<file path="src/rtl/uart_pkg.sv">
`default_nettype none
// ============================================================================
// Module      : uart_pkg
// Description : Shared types and constants for the UART receiver: receive
//               FSM state encoding, default frame/FIFO sizing and an even
//               parity helper.
// Revision    : 1.0 - initial release
// ============================================================================
package uart_pkg;

  typedef enum logic [2:0] {
    IDLE   = 3'd0,
    START  = 3'd1,
    DATA   = 3'd2,
    PARITY = 3'd3,
    STOP   = 3'd4
  } rx_state_t;

  localparam int CPP_DEFAULT        = 16;
  localparam int DATA_BITS_DEFAULT  = 8;
  localparam int FIFO_DEPTH_DEFAULT = 8;

  // Even parity bit for up to 32 data bits; callers zero-extend narrower words.
  function automatic logic even_parity(input logic [31:0] data);
    return ^data;
  endfunction

endpackage
`default_nettype wire

</file>
<file path="src/rtl/uart_rx_byte_fifo.sv">
`default_nettype none
// ============================================================================
// Module      : uart_rx_byte_fifo
// Description : Synchronous first-word-fall-through FIFO. The head entry is
//               presented on rd_data whenever the FIFO is not empty (zero
//               otherwise). empty/full/count are registered. A write into a
//               full FIFO is accepted when a read happens on the same edge.
// Revision    : 1.0 - initial release
// ============================================================================
module uart_rx_byte_fifo #(
  parameter int WIDTH = 8,
  parameter int DEPTH = 8
) (
  input  logic                     clk,
  input  logic                     rst,
  input  logic                     wr_en,
  input  logic [WIDTH-1:0]         wr_data,
  input  logic                     rd_en,
  output logic [WIDTH-1:0]         rd_data,
  output logic                     empty,
  output logic                     full,
  output logic [$clog2(DEPTH):0]   count
);

  localparam int AW = $clog2(DEPTH);
  localparam logic [AW:0]   FULL_CNT = (AW+1)'(DEPTH);
  localparam logic [AW:0]   CNT_ONE  = (AW+1)'(1);
  localparam logic [AW-1:0] PTR_ONE  = AW'(1);

  logic [WIDTH-1:0] mem_q [DEPTH];
  logic [AW-1:0]    wr_ptr_q;
  logic [AW-1:0]    rd_ptr_q;
  logic [AW:0]      count_q;
  logic [AW:0]      count_d;
  logic             empty_q;
  logic             full_q;
  logic             w_rd_ok;
  logic             w_wr_ok;

  // A pop needs data; a push needs room, or a simultaneous pop freeing a slot.
  assign w_rd_ok = rd_en & ~empty_q;
  assign w_wr_ok = wr_en & (~full_q | w_rd_ok);

  // Next occupancy from the accepted push/pop pair.
  always_comb begin
    count_d = count_q;
    case ({w_wr_ok, w_rd_ok})
      2'b10:   count_d = count_q + CNT_ONE;
      2'b01:   count_d = count_q - CNT_ONE;
      default: count_d = count_q;
    endcase
  end

  // Storage array; contents need no reset because rd_data is gated by empty.
  always_ff @(posedge clk) begin
    if (w_wr_ok) begin
      mem_q[wr_ptr_q] <= wr_data;
    end
  end

  // Pointers and registered status flags.
  always_ff @(posedge clk) begin
    if (rst) begin
      wr_ptr_q <= '0;
      rd_ptr_q <= '0;
      count_q  <= '0;
      empty_q  <= 1'b1;
      full_q   <= 1'b0;
    end else begin
      if (w_wr_ok) wr_ptr_q <= wr_ptr_q + PTR_ONE;
      if (w_rd_ok) rd_ptr_q <= rd_ptr_q + PTR_ONE;
      count_q <= count_d;
      empty_q <= (count_d == '0);
      full_q  <= (count_d == FULL_CNT);
    end
  end

  assign rd_data = empty_q ? '0 : mem_q[rd_ptr_q];
  assign empty   = empty_q;
  assign full    = full_q;
  assign count   = count_q;

endmodule
`default_nettype wire

</file>
<file path="src/rtl/uart_rx_fifo.sv">
`default_nettype none
// ============================================================================
// Module      : uart_rx_fifo
// Description : Oversampling UART receiver with integrated FWFT byte FIFO.
//               2-flop synchroniser, falling-edge start detection, mid-bit
//               sampling, stop-bit check, sticky frame/overrun flags.
//               Optional even parity when UART_RX_PARITY_EN is defined
//               (adds PARITY state and the sticky parity_err output).
// Revision    : 1.0 - initial release
// ============================================================================
module uart_rx_fifo
  import uart_pkg::*;
#(
  parameter int CLOCKS_PER_PULSE = CPP_DEFAULT,
  parameter int DATA_BITS        = DATA_BITS_DEFAULT,
  parameter int FIFO_DEPTH       = FIFO_DEPTH_DEFAULT
) (
  input  logic                          clk,
  input  logic                          rst,
  input  logic                          rx,
  input  logic                          rd_en,
  input  logic                          err_clr,
  output logic [DATA_BITS-1:0]          data_out,
  output logic                          empty,
  output logic                          full,
  output logic [$clog2(FIFO_DEPTH):0]   count,
  output logic                          rx_busy,
  output logic                          frame_err,
`ifdef UART_RX_PARITY_EN
  output logic                          parity_err,
`endif
  output logic                          overrun
);

  localparam int TW = $clog2(CLOCKS_PER_PULSE);
  localparam int BW = $clog2(DATA_BITS+1);
  localparam logic [TW-1:0] TICK_ONE = TW'(1);
  localparam logic [TW-1:0] HALF_M1  = TW'(CLOCKS_PER_PULSE/2 - 1);
  localparam logic [TW-1:0] FULL_M1  = TW'(CLOCKS_PER_PULSE - 1);
  localparam logic [BW-1:0] IDX_ONE  = BW'(1);
  localparam logic [BW-1:0] LAST_BIT = BW'(DATA_BITS - 1);

  rx_state_t            state_q;
  logic [TW-1:0]        tick_q;
  logic [BW-1:0]        bit_idx_q;
  logic [DATA_BITS-1:0] shift_q;
  logic                 rx_busy_q;
  logic                 sync1_q;
  logic                 rx_s_q;
  logic                 rx_prev_q;
  logic                 frame_err_q;
  logic                 overrun_q;

  logic                 w_fell;
  logic                 w_stop_sample;
  logic                 w_frame_good;
  logic                 w_frame_set;
  logic                 w_overrun_set;

`ifdef UART_RX_PARITY_EN
  logic                 par_ok_q;
  logic                 parity_err_q;
  logic                 w_par_sample;
  logic                 w_par_exp;
  logic                 w_parity_set;
`endif

  // Bring the asynchronous line into the clock domain and keep one history bit.
  always_ff @(posedge clk) begin
    if (rst) begin
      sync1_q   <= 1'b1;
      rx_s_q    <= 1'b1;
      rx_prev_q <= 1'b1;
    end else begin
      sync1_q   <= rx;
      rx_s_q    <= sync1_q;
      rx_prev_q <= rx_s_q;
    end
  end

  // Start detection is edge-based so a line stuck low cannot retrigger.
  assign w_fell = rx_prev_q & ~rx_s_q;

  assign w_stop_sample = (state_q == STOP) && (tick_q == FULL_M1);
  assign w_frame_set   = w_stop_sample && !rx_s_q;

`ifdef UART_RX_PARITY_EN
  assign w_par_sample = (state_q == PARITY) && (tick_q == FULL_M1);
  assign w_par_exp    = even_parity(32'(shift_q));
  assign w_parity_set = w_par_sample && (rx_s_q != w_par_exp);
  assign w_frame_good = w_stop_sample && rx_s_q && par_ok_q;
`else
  assign w_frame_good = w_stop_sample && rx_s_q;
`endif

  // A good byte is lost only if the FIFO is full and nothing is read this edge.
  assign w_overrun_set = w_frame_good && full && !rd_en;

  // Receive FSM: start validation, mid-bit data sampling and stop check.
  always_ff @(posedge clk) begin
    if (rst) begin
      state_q   <= IDLE;
      tick_q    <= '0;
      bit_idx_q <= '0;
      shift_q   <= '0;
      rx_busy_q <= 1'b0;
`ifdef UART_RX_PARITY_EN
      par_ok_q  <= 1'b1;
`endif
    end else begin
      case (state_q)
        IDLE: begin
          if (w_fell) begin
            state_q   <= START;
            tick_q    <= '0;
            rx_busy_q <= 1'b1;
          end
        end
        START: begin
          if (tick_q == HALF_M1) begin
            if (rx_s_q) begin
              state_q   <= IDLE;
              rx_busy_q <= 1'b0;
            end else begin
              state_q   <= DATA;
              tick_q    <= '0;
              bit_idx_q <= '0;
`ifdef UART_RX_PARITY_EN
              par_ok_q  <= 1'b1;
`endif
            end
          end else begin
            tick_q <= tick_q + TICK_ONE;
          end
        end
        DATA: begin
          if (tick_q == FULL_M1) begin
            tick_q  <= '0;
            shift_q <= {rx_s_q, shift_q[DATA_BITS-1:1]};
            if (bit_idx_q == LAST_BIT) begin
`ifdef UART_RX_PARITY_EN
              state_q <= PARITY;
`else
              state_q <= STOP;
`endif
            end else begin
              bit_idx_q <= bit_idx_q + IDX_ONE;
            end
          end else begin
            tick_q <= tick_q + TICK_ONE;
          end
        end
`ifdef UART_RX_PARITY_EN
        PARITY: begin
          if (tick_q == FULL_M1) begin
            tick_q   <= '0;
            par_ok_q <= (rx_s_q == w_par_exp);
            state_q  <= STOP;
          end else begin
            tick_q <= tick_q + TICK_ONE;
          end
        end
`endif
        STOP: begin
          if (tick_q == FULL_M1) begin
            tick_q    <= '0;
            state_q   <= IDLE;
            rx_busy_q <= 1'b0;
          end else begin
            tick_q <= tick_q + TICK_ONE;
          end
        end
        default: begin
          state_q   <= IDLE;
          rx_busy_q <= 1'b0;
        end
      endcase
    end
  end

  // Sticky error flags; a new error on the same edge as err_clr keeps the flag.
  always_ff @(posedge clk) begin
    if (rst) begin
      frame_err_q  <= 1'b0;
      overrun_q    <= 1'b0;
`ifdef UART_RX_PARITY_EN
      parity_err_q <= 1'b0;
`endif
    end else begin
      if (w_frame_set)        frame_err_q <= 1'b1;
      else if (err_clr)       frame_err_q <= 1'b0;
      if (w_overrun_set)      overrun_q   <= 1'b1;
      else if (err_clr)       overrun_q   <= 1'b0;
`ifdef UART_RX_PARITY_EN
      if (w_parity_set)       parity_err_q <= 1'b1;
      else if (err_clr)       parity_err_q <= 1'b0;
`endif
    end
  end

  uart_rx_byte_fifo #(
    .WIDTH (DATA_BITS),
    .DEPTH (FIFO_DEPTH)
  ) u_fifo (
    .clk     (clk),
    .rst     (rst),
    .wr_en   (w_frame_good),
    .wr_data (shift_q),
    .rd_en   (rd_en),
    .rd_data (data_out),
    .empty   (empty),
    .full    (full),
    .count   (count)
  );

  assign rx_busy   = rx_busy_q;
  assign frame_err = frame_err_q;
  assign overrun   = overrun_q;
`ifdef UART_RX_PARITY_EN
  assign parity_err = parity_err_q;
`endif

endmodule
`default_nettype wire

</file>
<file path="config.mk">
export PLATFORM = sky130hd
export DESIGN_NAME = uart_rx_fifo
export DESIGN_NICKNAME = d
export VERILOG_FILES = /design/src/rtl/uart_pkg.sv /design/src/rtl/uart_rx_byte_fifo.sv /design/src/rtl/uart_rx_fifo.sv
export SDC_FILE = /design/constraint.sdc
export NUM_CORES = 1
export LEC_CHECK = 0
export CAP_MARGIN = 25
export CORE_UTILIZATION = 50
export CTS_CLUSTER_DIAMETER = 100
export DETAILED_ROUTE_END_ITERATION = 16
export PLACE_DENSITY = 0.74
export SYNTH_ARGS = -nofsm -noshare
export SYNTH_HDL_FRONTEND = slang
export SYNTH_SLANG_ARGS = --single-unit
export TNS_END_PERCENT = 10
</file>
<file path="constraint.sdc">
create_clock -name clk -period 2.85 [get_ports clk]
set_input_delay 0.4275 -clock clk [delete_from_list [all_inputs] [get_ports clk]]
set_output_delay 0.4275 -clock clk [all_outputs]
set_load 0.01 [all_outputs]
</file>
# Word-level counts from Yosys, hierarchy flattened
# Memories as Yosys holds them, arrays and structs flattened. A register that Yosys moved wholly into a read port is not among the register bits.
# Cells that the tools add are included.
[classes]
addsub = 6
n_mul = 0
div = 0
n_lt_le_gt_ge = 0
n_eq_ne = 18
n_shift = 0
muxes = 30
bitwise_logic = 8
n_reduce_logical = 19
[ops]
columns = ["cell", "n"]
rows = [
  ["$mux 4", 7],
  ["$mux 3", 7],
  ["$pmux 4 s2", 2],
  ["$reduce_and 5->1", 3],
  ["$ne 2x2->1 const B", 7],
  ["$add 4x1->4 const B", 3],
  ["$pmux 3 s4", 1],
  ["$pmux 4 s3", 1],
  ["$mux 1", 9],
  ["$eq 4x3->1 const B", 2],
  ["$eq 4x4->1 const B", 2],
  ["$mux 8", 1],
  ["$add 3x1->3 const B", 2],
  ["$reduce_bool 2->1", 3],
  ["$logic_and 1x1->1", 5],
  ["$logic_not 4->1", 1],
  ["$not 1->1", 4],
  ["$pmux 1 s4", 1],
  ["$sub 4x1->4 const B", 1],
  ["$and 1x1->1", 3],
  ["$eq 3x1->1 const B", 1],
  ["$eq 3x2->1 const B", 1],
  ["$eq 3x3->1 const B", 1],
  ["$logic_not 3->1", 1],
  ["other kinds (11)", 12],
]
[word_totals]
reg_bits = 37
latchBits = 0
ram_bits = 64
rom_bits = 0
input_bits = 5
elab_cells = 97
memories = 1
[mem_list]
columns = ["name", "words", "width", "rd", "rd_ports_with_merged_regs", "write_ports", "line", "text"]
rows = [
  ["u_fifo.mem_q", 8, 8, 1, 1, 1, "uart_rx_byte_fifo.sv:30", "logic [WIDTH-1:0] mem_q [DEPTH];"],
]

# Logic depth before layout (Yosys ltp)
# Gate-level depths: netlist of run 1.
[logic_depth]
ltp_word = 7
mapped_depth = 12
ltp_nobuf = 10

# By module
# A second synthesis of run 1 with hierarchy kept.
[unflattened]
cells_unflattened = 331
area_unflattened_um2 = 4496.8
[modules_own_cells]
columns = ["module", "instances", "cells_each", "area_each_um2", "seq_area_each_um2"]
rows = [
  ["uart_rx_byte_fifo", 1, 180, 3126.7, 2222.1],
  ["uart_rx_fifo", 1, 151, 1370.1, 500.5],
]

# Least setup slack after synthesis of run 1
# No wires, ideal clock.
[synth_path]
path_kind = "register to register"
startpoint = "reg tick_q[0]"
endpoint = "reg u_fifo.empty_q, in the netlist u_fifo.empty"
setup_time_ps = 95
arrival_ps = 2710
required_time_ps = 2755
slack_ps = 45
stages_incl_launch_ff = 13
n_path_buf = 2
period_less_slack_ps = 2805
path_cell_list = "dfxtp_1 -> ha_1 -> buf_2 -> and3_1 -> buf_6 -> o2111ai_4 -> ha_1 -> xor2_1 -> ha_1 -> a21oi_1 -> mux2i_1 -> mux2_2 -> a221oi_1"
[synth_between]
elab_chain_len = 7
elab_cells_between_ends = 8
classes_between = "eq/ne (3); mux (1); bitwise (1); reduce/logical (3)"
[synth_lines]
columns = ["item", "line", "text"]
rows = [
  ["start, declared", "uart_rx_fifo.sv:44", "logic [TW-1:0] tick_q;"],
  ["start signal, assigned", "uart_rx_fifo.sv:133", "tick_q <= tick_q + TICK_ONE;"],
  ["start signal, assigned", "uart_rx_fifo.sv:150", "tick_q <= tick_q + TICK_ONE;"],
  ["start signal, assigned", "uart_rx_fifo.sv:170", "tick_q <= tick_q + TICK_ONE;"],
  ["$eq 4x4->1 (*)", "uart_rx_fifo.sv:84", "assign w_stop_sample = (state_q == STOP) && (tick_q == FULL_M1);"],
  ["$logic_and 1x1->1 (*)", "uart_rx_fifo.sv:84", ""],
  ["$logic_and 1x1->1 (*)", "uart_rx_fifo.sv:93", "assign w_frame_good = w_stop_sample && rx_s_q;"],
  ["$and 1x1->1 (*)", "uart_rx_byte_fifo.sv:42", "assign w_wr_ok = wr_en & (~full_q | w_rd_ok);"],
  ["$eq 2x1->1 / $eq 2x2->1 (equally long branches)", "uart_rx_byte_fifo.sv:47", "case ({w_wr_ok, w_rd_ok})"],
  ["$pmux 4 s2 (*)", "uart_rx_byte_fifo.sv:47", ""],
  ["$logic_not 4->1 (*)", "uart_rx_byte_fifo.sv:73", "empty_q <= (count_d == '0);"],
  ["end signal, assigned", "uart_rx_byte_fifo.sv:73", ""],
  ["end, declared", "uart_rx_byte_fifo.sv:35", "logic empty_q;"],
]
# Every way passes the cells marked *; elsewhere a longest branch is shown, timed or not.
# A chain may end at the register's enable or synchronous reset.

==> flow_summary.json, run 1 <==
{
  "synth_seq_cells": 104,
  "die_h_um": 96.4,
  "total_power_mw": 2.58,
  "clk_latency_ps": 370,
  "rows": 34,
  "cpPeakStageDelay_ps": 550,
  "worstHoldStart": "sync1_q$_SDFF_PP1_",
  "holdWs_ps": 424,
  "worst_hold_path.endpoint": "rx_s_q$_SDFF_PP1_",
  "postCtsSetupBuffers": 0,
  "initial_core_util_pct": 51.4,
  "cts_hold_buf": 0,
  "ys_types": 54,
  "yosys.area_share.simple_pct": 13.9,
  "timing.rr.end": "u_fifo.empty$_SDFF_PP1_",
  "cp_top_family": "buffers and inverters",
  "place.port_buffers": 21,
  "synth_top_family_by_area": "simple AND/OR/NAND/NOR gates",
  "reg2reg_from": "tick_q[0]$_SDFFE_PP0P_",
  "wl_um": 7960,
  "worstPathRequired_ps": 2420,
  "cp-start-kind": "register",
  "power.density_mw_per_mm2": 506,
  "finalNetCount": 387,
  "grt_pass1_wl_um": 13200,
  "status": "finished, final reports clean",
  "syn-num-nets": 348,
  "switching_share_pct": 21.5,
  "cap_violations": 0,
  "synth_fa_ha_area_share_pct": 1.96,
  "dp_hpwl_um": 5350,
  "yosysSeqAreaShare_pct": 61.1,
  "first_pass_iters": 4,
  "min_period_over_period_pct": 93.6,
  "slew_headroom_pct": 52.7,
  "synth_area_mm2": 0.00446,
  "grt-ovfl-total": 0,
  "power_switching_uw": 554,
  "yosys_warnings": 0,
  "async_flop_share_pct": 0,
  "netlist_instances": 336,
  "route.detailed.drc": 0,
  "synth_commonest_cells": "64 x edfxtp_1, 40 x dfxtp_1, 32 x nor2_1, 21 x nand2_1, 20 x a21oi_1",
  "clkTransAtPathRegs_ps": 100,
  "pwr-share-clk_pct": 37.2,
  "first_iter_violations": 112,
  "cpMaxStageDelayCell": "mux4_2",
  "ctsResizeCount": 0,
  "grt_usage_pct": 19.4,
  "final_util_pct": 58.8,
  "finalHoldViolations": 0,
  "p_int_mw": 2.03,
  "core-area_mm2": 0.00868,
  "via_count": 2716,
  "slew_violations": 0,
  "p_comb_share_pct": 1.4,
  "crit_chain": "buf_4 > mux4_2 > mux2i_1 > nor2_1 > clkdlybuf4s50_1",
  "critPathKind": "register to output pin",
  "yosys.cell_count.top_type": "edfxtp_1",
  "die_area_mm2": 0.00930,
  "hold_depth": 1,
  "drive_above_1_share_pct": 18.9,
  "critical_path_buf_inv_count": 2,
  "max_freq_ghz": 0.375,
  "yosys.area_share.xor_xnor_pct": 1.57,
  "crit_arrival_ps": 2240,
  "synth_top_flop_cell": "edfxtp_1",
  "hp-class": "register to register",
  "wl_per_cell_um": 16.3,
  "numCtsBuffers": 9,
  "cts.sinks": 104,
  "power_leakage_nw": 1.75,
  "ir_drop_mv": 0.287,
  "grt_setup_unrepaired": "no",
  "viasPerCell": 5.57,
  "antenna_found_initial": 0,
  "sequentialPowerShare_pct": 61.4,
  "grt_max_degree": 22,
  "fin_tns_setup_ps": 0,
  "finalWeightedCongestion": 0.830,
  "clockBufferDepth": 2,
  "chipWidth_um": 96.4,
  "cts_tree": "yes",
  "cp-end-kind": "output pin",
  "synth-edff-count": 64,
  "setup_viol": 0,
  "worst-slew-pin-transition_ps": 707,
  "cp_max_fo": 16,
  "clockRootBuffer": "clkbuf_8",
  "synth.mux.area_fraction_pct": 11.0,
  "ios": 22,
  "cts-htree-levels": 3,
  "postSynthAreaPerCell_um2": 13.3,
  "area_delta_synth_final_pct": 14.4,
  "diodes": 0,
  "layout_min_cycle_time_ps": 2670,
  "synth_area_leaders": "edfxtp_1 43%, dfxtp_1 18%, mux4_2 8.1%",
  "grt_pass1_vias": 2750,
  "synth_compound_area_share_pct": 7.13,
  "yosysTopAreaCellShare_pct": 43.1,
  "skew_ps": 23.0,
  "synth_area_leader_cell": "edfxtp_1",
  "r2r_setup_slack_ps": 180,
  "ant_nets": 0,
  "worst_r2r_path_depth": 10
}
cells by family (layout without fill, tap and decap cells):
kind of cell | after synthesis | after routing
AND/OR/NAND/NOR | 113 | 113
flip-flops | 104 | 104
AO/OA/AOI/OAI | 48 | 48
multiplexers | 29 | 29
buffers and inverters | 27 | 71
XOR/XNOR | 8 | 8
adder cells (fa/ha/maj) | 7 | 7
area by class of cell:
type,instances,area (µm²)
timing repair buffer,48,413
tap,108,135
clock inverter,7,92.6
inverter,7,26.3
clock buffer,9,124
multi-input combinational,205,1590
fill,699,3580
sequential,104,2720
placed cells by master, fill, tap and decap left out, types with 4 or more instances in the layout:
| cell | count |
|---|---|
| inv_1 | 7 |
| mux4_2 | 16 |
| edfxtp_1 | 64 |
| buf_4 | 27 |
| clkdlybuf4s50_1 | 21 |
| xor2_1 | 5 |
| nor3_1 | 9 |
| mux2i_1 | 12 |
| nor2_1 | 32 |
| nand3b_1 | 4 |
| nand2_1 | 21 |
| dfxtp_1 | 40 |
| clkbuf_8 | 9 |
| a21oi_1 | 20 |
| ha_1 | 7 |
| nor2b_1 | 6 |
| o21ai_0 | 10 |
| nand3_1 | 10 |
worst reg2reg max path: cells and delay by family (launching register included):
kind	cells	cell delay, ps
muxes	2	640
DFF	1	390
AOI/OAI and AO/OA	3	520
adders and majority gates	3	630
and+or+nand+nor	1	250
xor gates and xnor gates	1	170
how the worst max path moves through the flow:
stage                           start                       to  slack, ps  depth (start not counted)
6_report                     register              data_out[7]        180                          5
5_1_grt        tick_q[0]$_SDFFE_PP0P_  u_fifo.empty$_SDFF_PP1_         30                         10
3_3_place_gp                    rd_en  u_fifo.empty$_SDFF_PP1_       -140                         10
3_5_place_dp                    rd_en  u_fifo.empty$_SDFF_PP1_       -200                         10
2_1_floorplan  tick_q[0]$_SDFFE_PP0P_  u_fifo.empty$_SDFF_PP1_         40                         12
4_1_cts                      register              data_out[7]        130                          5
routing by layer:
metal  global-route usage, %  part of all wire [%]
met1                    23.0                    43
met2                    35.2                    52
met3                    5.32                   3.8
met4                    4.17                  0.62
met5                       0                     0
sequential cells by signal (all words and copies together) (netlist names), named ones only:
| register | cells |
|---|---|
| u_fifo.mem_q | 64 |
| u_fifo.count | 4 |
| u_fifo.full | 1 |
| frame_err | 1 |
| bit_idx_q | 4 |
| rx_busy | 1 |
| state_q | 3 |
| rx_prev_q | 1 |
| rx_s_q | 1 |
| u_fifo.rd_ptr_q | 3 |
| u_fifo.wr_ptr_q | 3 |
| sync1_q | 1 |
| u_fifo.empty | 1 |
| overrun | 1 |
| tick_q | 4 |
| shift_q | 8 |
power by group through the flow:
stage / Combinational (mW) / Clock [mW] / Sequential [mW]
after global routing: 0.0385 / 1.05 / 1.59
after global placement: 0.0345 / 0 / 1.62
final: 0.0348 / 0.961 / 1.58
after floorplan: 0.0233 / 0 / 1.62
after detailed placement: 0.0348 / 0 / 1.62
after CTS: 0.0351 / 0.992 / 1.58
per-stage QoR:
| stage | setup slack [ps] | cells | area [µm²] |
|---|---|---|---|
| after detailed placement | -200 | 471 | 4880 |
| after floorplan | 44.6 | 336 | 4460 |
| after global placement | -138 | 471 | 4880 |
| final | 182 | 488 | 5100 |
| after CTS | 133 | 487 | 5090 |
| after global routing | 26.1 | 488 | 5100 |
Power figures use the tool's default switching activity.
==> inputs of run 2 (changes only) <==
Settings changed: CORE_UTILIZATION 50 to 54, HOLD_SLACK_MARGIN set to 0.02, PLACE_DENSITY 0.74 to 0.79.
==> flow_summary.json, run 2 (synthesized netlist as in run 1, its figures left out) <==
{
  "status": "finished, final reports clean",
  "busiest_layer": "met2",
  "hold_depth": 1,
  "cp-end-kind": "register",
  "grt_use_met3_pct": 3.69,
  "initial_core_util_pct": 56.8,
  "clockRootBuffer": "clkbuf_8",
  "wl_per_cell_um": 16.9,
  "antenna_found_initial": 0,
  "worst_hold_path.endpoint": "rx_s_q$_SDFF_PP1_",
  "use_met1_pct": 25.5,
  "worst_slack_ps": 180,
  "skew_ps": 6.98,
  "core-area_mm2": 0.00785,
  "slew_violations": 0,
  "cp_max_fo": 2,
  "cts-htree-levels": 3,
  "ios": 22,
  "numCtsBuffers": 9,
  "min_period_over_period_pct": 93.7,
  "cp_top_family": "multiplexers",
  "grt_util_met2_pct": 36.1,
  "viasPerCell": 5.73,
  "post-place-ws_ps": -208,
  "power_switching_uw": 557,
  "fin_cells": 481,
  "cp-start-kind": "input pin",
  "first_pass_iters": 5,
  "cap_violations": 0,
  "slew_headroom_pct": 60.3,
  "grt_pass1_wl_um": 13500,
  "area_delta_synth_final_pct": 14.1,
  "placed_cells": 465,
  "largest_reg_flops": 64,
  "cts_tree": "yes",
  "critical_path_buf_inv_count": 1,
  "power.density_mw_per_mm2": 507,
  "worst_r2r_path_depth": 10,
  "via_count": 2758,
  "cts.sinks": 104,
  "grt-ovfl-total": 0,
  "grt_usage_pct": 20.9,
  "layout_min_cycle_time_ps": 2670,
  "rows": 32,
  "route.detailed.drc": 0,
  "first_iter_violations": 114,
  "sequentialPowerShare_pct": 61.4,
  "clkTransAtPathRegs_ps": 100,
  "max_freq_ghz": 0.375,
  "diodes": 0,
  "crit_chain": "clkdlybuf4s50_1 > nor2b_1 > o2111ai_4 > ha_1 > xor2_1 > ha_1 > a21oi_1 > mux2i_1 > mux2_2 > a221oi_1",
  "switching_share_pct": 21.6,
  "reg2reg_from": "tick_q[1]$_SDFFE_PP0P_",
  "crit_arrival_ps": 2950,
  "finalNetCount": 386,
  "crit_top_cell": "ha_1",
  "worstHoldStart": "sync1_q$_SDFF_PP1_",
  "drive_above_1_share_pct": 19.3,
  "ir_drop_mv": 0.281,
  "grt_setup_unrepaired": "no",
  "finalHoldViolations": 0,
  "hp-class": "register to register",
  "final_common_cell": "edfxtp_1",
  "fillers": 595,
  "clockBufferDepth": 2,
  "p_int_mw": 2.02,
  "mostFrequentLayoutCells": "64 x edfxtp_1, 39 x dfxtp_1, 32 x nor2_1, 25 x buf_4",
  "worstPathRequired_ps": 3130,
  "grt_pass1_vias": 2860,
  "pwr-share-clk_pct": 37.2,
  "r2r_setup_slack_ps": 230,
  "postCtsSetupBuffers": 0,
  "wl_um": 8120,
  "clk_latency_ps": 370,
  "finalWeightedCongestion": 0.821,
  "ant_nets": 0,
  "top_register": "u_fifo.mem_q",
  "chipWidth_um": 92.9,
  "die_h_um": 92.9,
  "critPathKind": "input pin to register",
  "die_area_mm2": 0.00862,
  "total_power_mw": 2.58,
  "worst-slew-pin-transition_ps": 595,
  "setup_viol": 0,
  "power_leakage_nw": 1.74,
  "place.port_buffers": 21,
  "timing.rr.end": "u_fifo.empty$_SDFF_PP1_",
  "reg.largest.list": "u_fifo.mem_q: 64 flops, shift_q: 8 flops",
  "holdWs_ps": 416,
  "cpMaxStageDelayCell": "clkdlybuf4s50_1",
  "dp_hpwl_um": 5530,
  "cpPeakStageDelay_ps": 480,
  "grt_max_degree": 20,
  "p_comb_share_pct": 1.4
}
run 2: cell count changes in the layout (fill, tap and decap cells not counted), sizes merged:
cell	previous run	this run
clkinv	2	1
clkinvlp	0	1
buf	27	26
run 2: metrics by stage:
stage                     utilization [%]  TNS (ps)  instance area, µm²
final                                64.8         0                5090
after global routing                 64.8         0                5090
after CTS                            64.7         0                5080
after detailed placement             62.1      -265                4870
after global placement               62.1      -129                4870
after floorplan                         -         0                4460
run 2: worst max-delay path by stage:
| stage | from | end | slack, ps | cells past startpoint |
|---|---|---|---|---|
| 4_1_cts | register | data_out[7] | 80 | 5 |
| 5_1_grt | tick_q[1]$_SDFFE_PP0P_ | u_fifo.empty$_SDFF_PP1_ | 30 | 10 |
| 2_1_floorplan | tick_q[0]$_SDFFE_PP0P_ | u_fifo.empty$_SDFF_PP1_ | 40 | 12 |
| 3_5_place_dp | rd_en | u_fifo.empty$_SDFF_PP1_ | -210 | 10 |
| 6_report | rd_en | u_fifo.empty$_SDFF_PP1_ | 180 | 10 |
| 3_3_place_gp | rd_en | u_fifo.empty$_SDFF_PP1_ | -130 | 10 |
run 2: layout make-up:
cell class	count	area [µm²]	share of cell area (%)
timing repair buffer	47	409	8.04
clock inverter	7	86.3	1.70
inverter	7	26.3	0.517
tap	102	128	2.51
clock buffer	9	124	2.44
multi-input combinational	205	1590	31.2
sequential	104	2720	53.6
run 2: power by group through the flow:
stage	Combinational, mW	Sequential, mW	Clock (mW)
detailed placement	0.0361	1.62	0
global route	0.0401	1.59	1.05
finish	0.0361	1.59	0.959
global placement	0.0355	1.62	0
CTS	0.0362	1.58	0.981
floorplan	0.0233	1.62	0
run 2: worst register-to-register path, stage by stage, from the launching register on:
cell	delay [ps]
dfxtp_1	360
ha_1	170
and3_2	230
o2111ai_4	140
ha_1	260
xor2_1	170
ha_1	190
a21oi_1	150
mux2i_1	280
mux2_2	380
a221oi_1	230
run 2: what timing repair did:
| item | CTS | global route |
|---|---|---|
| hold buffers | 0 | 0 |
| resized for setup | 0 | 3 |
| endpoints found under the setup margin | 0 | 2 |
run 2: layer usage:
metal | share of wire (%) | up-vias | wire length, µm
met5 | 0 | - | 0
met1 | 43 | 1358 | 3510
met3 | 3.0 | 16 | 240
met2 | 52 | 65 | 4200
li1 | - | 1319 | -
met4 | 2.1 | 0 | 168
==> inputs of run 3 (changes only) <==
Settings changed: CORE_MARGIN set to 10.
==> flow_summary.json, run 3 (synthesized netlist as in run 1, its figures left out) <==
{
  "status": "finished, final reports clean",
  "slew_headroom_pct": 50.7,
  "place_area_mm2": 0.00490,
  "grt_pass1_vias": 2815,
  "skew_ps": 7.49,
  "clk_latency_ps": 350,
  "via_count": 2732,
  "final_util_pct": 62.7,
  "worstHoldStart": "sync1_q$_SDFF_PP1_",
  "cp_max_fo": 16,
  "slew_violations": 0,
  "drive_above_1_share_pct": 20.6,
  "min_period_over_period_pct": 94.4,
  "viasPerCell": 5.59,
  "final_common_cell": "edfxtp_1",
  "die_h_um": 111,
  "finalWeightedCongestion": 0.835,
  "sequentialPowerShare_pct": 64.6,
  "ios": 22,
  "antenna_found_initial": 0,
  "multi_input_area_mm2": 0.00159,
  "cp-end-kind": "output pin",
  "chipWidth_um": 111,
  "place.port_buffers": 21,
  "pwr-share-clk_pct": 33.8,
  "first_pass_iters": 4,
  "finalHoldViolations": 0,
  "finalInstanceArea_mm2": 0.00510,
  "finalNetCount": 391,
  "layout_min_cycle_time_ps": 2690,
  "switching_share_pct": 21.5,
  "diodes": 0,
  "wl_um": 8180,
  "total_power_mw": 2.45,
  "dp_hpwl_um": 5760,
  "crit_arrival_ps": 2260,
  "clkTransAtPathRegs_ps": 100,
  "grt_pass1_wl_um": 13800,
  "clockRootBuffer": "clkbuf_8",
  "initial_core_util_pct": 54.8,
  "route.detailed.drc": 0,
  "hp-class": "register to register",
  "largest_reg_flops": 64,
  "reg.largest.list": "u_fifo.mem_q: 64 flops, shift_q: 8 flops",
  "worst_slack_ps": 158,
  "first_iter_violations": 119,
  "ir_drop_mv": 0.290,
  "rows": 33,
  "reg2reg_from": "tick_q[0]$_SDFFE_PP0P_",
  "fin_tns_setup_ps": 0,
  "fin_cells": 489,
  "max_freq_ghz": 0.372,
  "p_comb_share_pct": 1.6,
  "worst-slew-pin-transition_ps": 738,
  "setup_viol": 0,
  "cts_hold_buf": 0,
  "core-area_mm2": 0.00813,
  "numCtsBuffers": 9,
  "post-place-ws_ps": -220,
  "holdWs_ps": 438,
  "register_area_mm2": 0.00273,
  "top_register": "u_fifo.mem_q",
  "power_leakage_nw": 1.74,
  "area_delta_synth_final_pct": 14.3,
  "cts.sinks": 104,
  "grt_usage_pct": 13.6,
  "grt_max_degree": 22,
  "placed_cells": 472,
  "grt-ovfl-total": 0,
  "p_int_mw": 1.92,
  "wl_per_cell_um": 16.7,
  "worstPathRequired_ps": 2420,
  "die_area_mm2": 0.0123,
  "ant_nets": 0,
  "fillers": 607,
  "cts_tree": "yes",
  "power.density_mw_per_mm2": 481,
  "clockBufferDepth": 2,
  "cap_violations": 0,
  "critPathKind": "register to output pin",
  "power_switching_uw": 528,
  "mostFrequentLayoutCells": "64 x edfxtp_1, 38 x dfxtp_1, 32 x nor2_1, 31 x buf_4",
  "cp-start-kind": "register",
  "cts-htree-levels": 3
}
run 3: cell count changes in the layout (fill, tap and decap cells not counted):
| cell | before | now |
|---|---|---|
| buf_6 | 1 | 0 |
| buf_4 | 25 | 31 |
| bufinv_16 | 1 | 0 |
| inv_8 | 2 | 1 |
| ha_1 | 7 | 6 |
| clkinvlp_4 | 1 | 3 |
| dfxtp_1 | 39 | 38 |
| ha_2 | 0 | 1 |
| dfxtp_2 | 1 | 2 |
| clkinv_1 | 0 | 1 |
| inv_6 | 2 | 1 |
run 3: area by class of cell:
| cell class | instances | area share (%) |
|---|---|---|
| clock buffers | 9 | 2.43 |
| clock inverters | 7 | 1.08 |
| inverters | 7 | 0.516 |
| multi-input cells | 205 | 31.2 |
| flip-flops and latches | 104 | 53.5 |
| well taps | 105 | 2.58 |
| repair buffers | 52 | 8.69 |
run 3: power groups by stage:
stage	sequential (mW)	combinational (mW)	clock [mW]
after floorplan	1.62	0.0233	0
after global placement	1.62	0.0376	0
after detailed placement	1.62	0.0383	0
after CTS	1.58	0.0385	0.840
after global routing	1.58	0.0422	0.901
final	1.58	0.0388	0.828
run 3: timing repair:
item / in CTS / in global routing
endpoints found under the setup margin: 0 / 1
setup buffers: 0 / 1
resized for setup: 0 / 4
run 3: worst paths after layout:
kind                                  end  slack, ps  cells after the start
hold / removal          rx_s_q$_SDFF_PP1_        440                      1
setup reg to reg  u_fifo.empty$_SDFF_PP1_        190                     10
setup / recovery              data_out[7]        160                      5
hold reg to reg         rx_s_q$_SDFF_PP1_        440                      1
run 3: critical path, stage by stage (launching register included):
cell	delay [ps]
dfxtp_1	320
buf_4	300
mux4_2	540
mux2i_1	200
nor2_1	60
clkdlybuf4s50_1	480
run 3: routing by layer:
metal / routed length (µm) / up-vias / GRT usage [%]
met5: 0 / - / 0
li1: - / 1335 / -
met3: 335 / 20 / 2.87
met4: 216 / 0 / 6.94
met2: 4030 / 54 / 22.9
met1: 3600 / 1323 / 16.1
